### src/rtl/pass_exec.sv
// Pass executor: walks a memory window forward (f0/f1) or backward (b), accumulating read data.
// Optional build macro ACC_SAT_EN makes the accumulator saturate instead of wrapping.
module pass_exec #(
    parameter int AW = 8,
    parameter int DW = 8
) (
    input  logic            clk_i,
    input  logic            rst_i,
    input  logic            en_i,
    input  logic            f0_pass_i,
    input  logic            f1_pass_i,
    input  logic            b_pass_i,
    input  logic [AW-1:0]   len_i,
    input  logic [2*DW-1:0] thr_i,
    input  logic [DW-1:0]   data_i,
    input  logic            data_vld_i,
    output logic            rd_o,
    output logic [AW-1:0]   addr_o,
    output logic [2*DW-1:0] acc_o,
    output logic            busy_o,
    output logic            f0_end_o,
    output logic            f1_end_o,
    output logic            b_end_o,
    output logic            end_check_o,
    output logic            err_o
);

    typedef enum logic [1:0] {
        S_IDLE = 2'd0,
        S_RUN  = 2'd1,
        S_DONE = 2'd2,
        S_HOLD = 2'd3
    } state_t;

    typedef enum logic [1:0] {
        P_F0 = 2'd0,
        P_F1 = 2'd1,
        P_B  = 2'd2
    } pass_t;

    // Accumulator add; carry-out either saturates or is discarded depending on build
    function automatic logic [2*DW-1:0] acc_add(input logic [2*DW-1:0] acc,
                                                input logic [DW-1:0]   data);
        logic [2*DW:0] sum;
        sum = {1'b0, acc} + {{(DW+1){1'b0}}, data};
`ifdef ACC_SAT_EN
        if (sum[2*DW]) begin
            acc_add = {(2*DW){1'b1}};
        end else begin
            acc_add = sum[2*DW-1:0];
        end
`else
        acc_add = sum[2*DW-1:0];
`endif
    endfunction

    state_t          state_q, state_d;
    pass_t           pass_q, pass_d;
    logic [AW-1:0]   len_q, len_d;
    logic [AW-1:0]   cnt_q, cnt_d;
    logic [AW-1:0]   addr_q, addr_d;
    logic [2*DW-1:0] acc_q, acc_d;
    logic            rd_q, rd_d;
    logic            busy_q, busy_d;
    logic            f0_end_q, f0_end_d;
    logic            f1_end_q, f1_end_d;
    logic            b_end_q, b_end_d;
    logic            chk_q, chk_d;
    logic            err_q, err_d;

    logic [1:0]      req_cnt_s;
    logic            lvl_s;

    assign req_cnt_s = {1'b0, f0_pass_i} + {1'b0, f1_pass_i} + {1'b0, b_pass_i};

    // Level of the request input belonging to the pass in progress
    always_comb begin
        lvl_s = 1'b0;
        case (pass_q)
            P_F0:    lvl_s = f0_pass_i;
            P_F1:    lvl_s = f1_pass_i;
            P_B:     lvl_s = b_pass_i;
            default: lvl_s = 1'b0;
        endcase
    end

    // Next-state and datapath; pulse flops are recomputed every cycle so they never stretch
    always_comb begin
        state_d  = state_q;
        pass_d   = pass_q;
        len_d    = len_q;
        cnt_d    = cnt_q;
        addr_d   = addr_q;
        acc_d    = acc_q;
        err_d    = err_q;
        f0_end_d = 1'b0;
        f1_end_d = 1'b0;
        b_end_d  = 1'b0;
        chk_d    = 1'b0;
        if (en_i) begin
            case (state_q)
                S_IDLE: begin
                    if (req_cnt_s == 2'd1) begin
                        if (f0_pass_i) begin
                            pass_d = P_F0;
                        end else if (f1_pass_i) begin
                            pass_d = P_F1;
                        end else begin
                            pass_d = P_B;
                        end
                        len_d  = len_i;
                        cnt_d  = {AW{1'b0}};
                        acc_d  = {(2*DW){1'b0}};
                        addr_d = b_pass_i ? (len_i - {{(AW-1){1'b0}}, 1'b1}) : {AW{1'b0}};
                        state_d = (len_i == {AW{1'b0}}) ? S_DONE : S_RUN;
                    end else if (req_cnt_s > 2'd1) begin
                        err_d = 1'b1;
                    end else begin
                        state_d = S_IDLE;
                    end
                end
                S_RUN: begin
                    // Abort takes priority over a beat arriving in the same cycle
                    if (!lvl_s) begin
                        state_d = S_IDLE;
                    end else if (data_vld_i && rd_q) begin
                        acc_d = acc_add(acc_q, data_i);
                        if (cnt_q == (len_q - {{(AW-1){1'b0}}, 1'b1})) begin
                            state_d = S_DONE;
                        end else begin
                            cnt_d  = cnt_q + {{(AW-1){1'b0}}, 1'b1};
                            addr_d = (pass_q == P_B) ? (addr_q - {{(AW-1){1'b0}}, 1'b1})
                                                     : (addr_q + {{(AW-1){1'b0}}, 1'b1});
                        end
                    end else begin
                        state_d = S_RUN;
                    end
                end
                S_DONE: begin
                    state_d = S_HOLD;
                    case (pass_q)
                        P_F0: begin
                            f0_end_d = 1'b1;
                            chk_d    = (acc_q >= thr_i);
                        end
                        P_F1:    f1_end_d = 1'b1;
                        P_B:     b_end_d  = 1'b1;
                        default: f0_end_d = 1'b0;
                    endcase
                end
                S_HOLD: begin
                    if (!lvl_s) begin
                        state_d = S_IDLE;
                    end else begin
                        state_d = S_HOLD;
                    end
                end
                default: state_d = S_IDLE;
            endcase
        end else begin
            state_d = state_q;
        end
        rd_d   = (state_d == S_RUN);
        busy_d = (state_d != S_IDLE);
    end

    // State and registered outputs, synchronous reset
    always_ff @(posedge clk_i) begin
        if (rst_i) begin
            state_q  <= S_IDLE;
            pass_q   <= P_F0;
            len_q    <= {AW{1'b0}};
            cnt_q    <= {AW{1'b0}};
            addr_q   <= {AW{1'b0}};
            acc_q    <= {(2*DW){1'b0}};
            rd_q     <= 1'b0;
            busy_q   <= 1'b0;
            f0_end_q <= 1'b0;
            f1_end_q <= 1'b0;
            b_end_q  <= 1'b0;
            chk_q    <= 1'b0;
            err_q    <= 1'b0;
        end else begin
            state_q  <= state_d;
            pass_q   <= pass_d;
            len_q    <= len_d;
            cnt_q    <= cnt_d;
            addr_q   <= addr_d;
            acc_q    <= acc_d;
            rd_q     <= rd_d;
            busy_q   <= busy_d;
            f0_end_q <= f0_end_d;
            f1_end_q <= f1_end_d;
            b_end_q  <= b_end_d;
            chk_q    <= chk_d;
            err_q    <= err_d;
        end
    end

    assign rd_o        = rd_q;
    assign addr_o      = addr_q;
    assign acc_o       = acc_q;
    assign busy_o      = busy_q;
    assign f0_end_o    = f0_end_q;
    assign f1_end_o    = f1_end_q;
    assign b_end_o     = b_end_q;
    assign end_check_o = chk_q;
    assign err_o       = err_q;

endmodule

### config.mk
export PLATFORM = sky130hd
export DESIGN_NAME = pass_exec
export DESIGN_NICKNAME = d
export VERILOG_FILES = /design/src/rtl/pass_exec.sv
export SDC_FILE = /design/constraint.sdc
export NUM_CORES = 1
export LEC_CHECK = 0
export BUFFER_PORTS_ARGS = -buffer_cell sky130_fd_sc_hd__buf_2
export CAP_MARGIN = 30
export CELL_PAD_IN_SITES_DETAIL_PLACEMENT = 1
export CELL_PAD_IN_SITES_GLOBAL_PLACEMENT = 2
export CORE_MARGIN = 3
export CORE_UTILIZATION = 33
export CTS_CLUSTER_SIZE = 12
export DETAILED_ROUTE_END_ITERATION = 6
export GPL_ROUTABILITY_DRIVEN = 1
export MAX_ROUTING_LAYER = met4
export PLACE_DENSITY = 0.8
export SLEW_MARGIN = 30
export SYNTH_ARGS = -nofsm -noshare
export SYNTH_HDL_FRONTEND = slang
export SYNTH_SLANG_ARGS = --single-unit
export TNS_END_PERCENT = 5
### constraint.sdc
create_clock -name clk_i -period 2.6 [get_ports clk_i]
set_input_delay 0.26 -clock clk_i [delete_from_list [all_inputs] [get_ports clk_i]]
set_output_delay 0.26 -clock clk_i [all_outputs]
set_load 0.02 [all_outputs]
======== Word level (Yosys, flattened, before mapping) ========
Cells that the tools add are included.
cells by class
  add/sub/neg operators ................... 8
  multiply operators ...................... 0
  div/mod/pow operators ................... 0
  magnitude comparators ................... 2
  eq/ne operators ......................... 12
  shifts and indexed selects .............. 0
  muxes and demuxes ....................... 31
  bitwise logic cells ..................... 4
  reductions and logical operators ........ 12
operators by type and width
  kind                                               count
  2-to-1 mux 8 bit                                   10
  2-to-1 mux 16 bit                                  3
  one-hot mux 16 bit (2 select lines)                1
  one-hot mux 8 bit (2 select lines)                 2
  subtractor 8 x 1 -> 8 bit (second input constant)  3
  2-to-1 mux 2 bit                                   10
  adder 16 x 8 -> 16 bit                             1
  adder 8 x 1 -> 8 bit (second input constant)       2
  >= comparator 16 bit                               1
  == test 2 x 1 -> 1 bit (second input constant)     4
  == test 8 bit                                      1
  logical NOT 8 bit                                  1
  != test 2 bit (second input constant)              4
  one-hot mux 2 bit (4 select lines)                 1
  == test 2 bit (second input constant)              3
  AND reduction 6 bit                                1
  AND reduction 5 bit                                1
  logical NOT 2 bit                                  2
  inverter 1 bit                                     4
  AND reduction 4 bit                                1
  nonzero test 2 bit                                 2
  OR reduction 4 bit                                 1
  2-to-1 mux 1 bit                                   3
  one-hot mux 1 bit (3 select lines)                 1
  other kinds (6)                                    6
storage, ports and cells
  register bits ........................... 51
  bits in latches ......................... 0
  memory bits (writable) .................. 0
  memory bits (read-only) ................. 0
  input port bits ......................... 39
  output and inout bits ................... 31
  logic and storage cells ................. 82
  memories kept ........................... 0

======== Longest topological paths before layout ========
  depth in word-level cells ............... 8
  gate-level depth with buffers ........... 10
  gate-level depth less buffers ........... 9

======== Least setup slack after synthesis ========
No wires, ideal clock.
  path kind ............................... in2reg
  from .................................... input f0_pass_i
  to ...................................... register acc_q[13], in the netlist acc_o[13]
  setup time .............................. 0.072 ns
  arrival ................................. 2.159 ns
  data required time ...................... 2.528 ns
  slack ................................... 0.369 ns
  stages on the path ...................... 7
  path buffers ............................ 1
  cell sequence ........................... fa_1 -> and3b_1 -> buf_4 -> a21oi_2 -> or4b_1 -> or3_1 -> a21oi_1
on the way
  longest elaborated chain between the ends .. 5
  elaborated cells between the ends (all ways) .. 7
  those cells by class .................... add/sub (2); eq/ne (3); mux (1); reduce/logical (1)
ends and longest elaborated chain
  what                             line  RTL
  start, declared                  10    input logic f0_pass_i,
  adder 1 x 1 -> 2 bit             74    assign req_cnt_s = {1'b0, f0_pass_i} + {1'b0, f1_pass_i} + {1'b0, b_pass_i};
  adder 2 x 1 -> 2 bit             74
  == test 2 x 1 -> 1 bit           103   if (req_cnt_s == 2'd1) begin
  != test 2 bit (no line)          --
  AND reduction 5 bit (no line) *  --
  end signal, assigned             175   acc_q <= {(2*DW){1'b0}};
  end, declared                    62    logic [2*DW-1:0] acc_q, acc_d;
Mark *: on every way between the ends. The rest lies on a longest branch, timed or not.
A chain may end at the register's enable or synchronous reset.

======== Final worst setup path ========
  from .................................... register len_q[3]
  to ...................................... register cnt_q[2]
on the way
  longest elaborated chain between the ends .. 4
ends and longest elaborated chain
  what                           line  RTL
  start, declared                59    logic [AW-1:0] len_q, len_d;
  start signal, assigned         172   len_q <= {AW{1'b0}};
  start signal, assigned         186   len_q <= len_d;
  subtractor 8 x 1 -> 8 bit      128   if (cnt_q == (len_q - {{(AW-1){1'b0}}, 1'b1})) begin
  == test 8 bit                  128
  != test 2 bit (no line)        --
  AND reduction 6 bit (no line)  --
  end signal, assigned           173   cnt_q <= {AW{1'b0}};
  end signal, assigned           187   cnt_q <= cnt_d;
  end, declared                  60    logic [AW-1:0] cnt_q, cnt_d;
No other way between the ends.

==> flow_metrics.tcl <==
set metrics [dict create \
    status "finished, final reports clean" \
    synth_edf_count 0 \
    min_period_over_period_pct 96.2 \
    hold_path.class "input port to register" \
    p_seq_share_pct 46.5 \
    relSlewSlack_pct 55.8 \
    yosysUniqueCellTypes 56 \
    synthCells 435 \
    hold_path_depth 3 \
    switching_share_pct 32.5 \
    grt_pass1_wl_um 17200 \
    start_util_pct 34.2 \
    postCtsSetupBuffers 0 \
    postCtsResizedCells 0 \
    clock-skew-final_ns 0.00615 \
    final_cells 648 \
    slew_violations 0 \
    rr_endpoint "cnt_q[2]" \
    drt-initial-drc-count 122 \
    grt_util_all_layers_pct 18.4 \
    first_pass_iters 4 \
    arrival_ns 2.71 \
    cts.htree.levels 2 \
    ys_seq_elements 51 \
    drc 0 \
    final_area_um2 4220 \
    worst_slew_pin_slew_ns 0.662 \
    power_leakage_nw 1.93 \
    crit_path_end_kind "register" \
    dieArea_um2 12100 \
    clock_sinks 51 \
    seqCellArea_um2 1020 \
    clock_latency_ns 0.31 \
    n_antenna_cell 0 \
    cap_viol_max_count 0 \
    fillerInstances 1292 \
    post_drt_wl_per_cell_um 16.0 \
    routed_via_density 5.24 \
    cts_buffer_depth 2 \
    gp_congestion 0.828 \
    hold_violations 0 \
    r2r_slack_ns 0.1 \
    synth.yosys.seq_area_share_pct 28.7 \
    startpoint "len_q[3]" \
    rsz0062_at_grt "true" \
    place_hpwl_um 8270 \
    cp_data_required_time_ns 2.81 \
    die-width_um 110 \
    grt-ovfl-total 0 \
    cts-root-buf "clkbuf_8" \
    wl_um 10400 \
    die_h_um 110 \
    pre_cts_ws_ns 0.0501 \
    core_area_um2 10400 \
    vias 3396 \
    drive_above_1_share_pct 20.1 \
    antenna_found_initial 0 \
    crit_fanout 12 \
    holdBufCountCts 0 \
    fin_tns_setup_ns 0 \
    ys.flop_type "dfxtp_1" \
    syn_area_per_cell_um2 8.18 \
    p_per_area_nw_per_um2 432 \
    fmaxAchievable_ghz 0.400 \
    timing.final.crit_period_ns 2.50 \
    p_comb_share_pct 24.9 \
    cts-buffers-inserted 5 \
    area_growth_pct 18.6 \
    synthesis.nets 511 \
    cell_internal_pwr_w 0.00123 \
    cts_tree "done" \
    finalNetCount 587 \
    p_sw_w 0.000594 \
    async_flop_share_pct 0 \
    clkSlewWorstSetupHoldPaths_ns 0.10 \
    grt_max_degree 26 \
    setup_slack_ns 0.0986 \
    placed_area_um2 4090 \
    setup_viol 0 \
    r2r_start "len_q[3]" \
    multi_input_area_um2 2380 \
    layout_common_cells "buf_2 (69), dfxtp_1 (49), nand2_1 (43), a21oi_1 (38), nor2_1 (35)" \
    r2r_cells 5 \
    clkPwrFrac_pct 28.7 \
    synth_area_um2 3560 \
    peakVddDrop_mv 0.256 \
    ant_nets 0 \
    rows 37 \
    yosysWarnings 0 \
    top_level_ports 70 \
    min_to "len_q[4]" \
    worst_setup_path_start_kind "register" \
    grt_pass1_vias 3450 \
    worstSetupPathType "register to register" \
    worstHoldStart "len_i[4]" \
    final_common_cell "buf_2" \
    place_inst 639 \
    portBuffers 69 \
]
-- area by class of cell --
type	instances	share of cell area, %
Clock buffer	7	2.28
Tap cell	136	4.03
Timing Repair Buffer	80	10.1
Multi-Input combinational cell	342	56.4
Sequential cell	51	24.3
Inverter	31	2.76
Clock inverter	1	0.178
-- cell families after synthesis --
| kind of cell | share of synthesized area [%] |
|---|---|
| AO/OA/AOI/OAI | 21.0 |
| adder cells (fa/ha/maj) | 13.6 |
| XOR/XNOR | 7.38 |
| AND/OR/NAND/NOR | 21.9 |
| flip-flops | 28.7 |
| multiplexers | 2.25 |
| buffers and inverters | 5.13 |
-- flip-flops by register name (all words and copies together), names as in the netlist --
name and count:
acc_o 16, addr_o 8, cnt_q 8, len_q 8, pass_q 2, state_q 2
b_end_o 1, busy_o 1, end_check_o 1, err_o 1, f0_end_o 1, f1_end_o 1
rd_o 1
-- synthesized netlist by cell type (all sizes together), types with 3 or more instances --
master / number / share of area [%]
nand4: 9 / 1.6
nor2: 35 / 3.7
nor3b: 5 / 1.2
buf: 5 / 1.1
fa: 3 / 1.7
xor2: 13 / 3.2
nand2: 43 / 4.5
nand3b: 3 / 0.63
mux2i: 8 / 2.3
a31oi: 3 / 0.53
or3: 12 / 2.3
ha: 34 / 12
inv: 31 / 3.3
o21ai: 16 / 2.3
nand2b: 9 / 1.6
a211oi: 7 / 1.5
xnor2: 17 / 4.2
o211ai: 5 / 1.1
o21a: 5 / 1.1
o21bai: 3 / 0.63
a21o: 8 / 1.7
nor3: 15 / 2.1
a21oi: 39 / 5.6
nand3: 14 / 2.0
dfxtp: 51 / 29
clkbuf: 7 / 0.74
-- power groups by stage --
stage,Clock [W],Sequential [W],Combinational [W]
after detailed placement,0,0.000866,0.000446
after global placement,0,0.000865,0.000433
after floorplan,0,0.000876,0.000275
final,0.000523,0.000848,0.000454
after global routing,0.000580,0.000853,0.000510
after CTS,0.000542,0.000848,0.000448
-- how the worst max path moves through the flow --
stage	end	slack, ns	cells after the start
6_report	cnt_q[2]	0.1	5
3_3_place_gp	cnt_q[5]	0.11	6
5_1_grt	cnt_q[2]	-0.03	7
2_1_floorplan	acc_o[13]	0.37	7
4_1_cts	addr_o[7]	0.02	6
3_5_place_dp	addr_o[7]	0.05	6
-- stage by stage --
stage          power [W]  util, %  hold slack, ns
2_1_floorplan    0.00115        -           0.396
3_3_place_gp     0.00130     39.3           0.465
3_5_place_dp     0.00131     39.3           0.476
4_1_cts          0.00184     40.3           0.210
5_1_grt          0.00194     40.5           0.222
6_report         0.00183     40.5           0.223
-- worst max-delay path, stage by stage (launching register included) --
cell       delay (ns)
dfxtp_2          0.36
or3_1            0.38
or3_4            0.38
a2111oi_4        0.46
a41oi_2          0.45
a31o_2           0.37
-- routing by layer --
metal	up-vias	global-route usage (%)	share of wire (%)
li1	1701	-	-
met1	1645	24.9	50
met2	44	29.8	47
met3	6	2.17	2.5
met4	0	3.21	0.69
met5	-	-	0
Note: power is estimated with default switching activity, not from simulation.
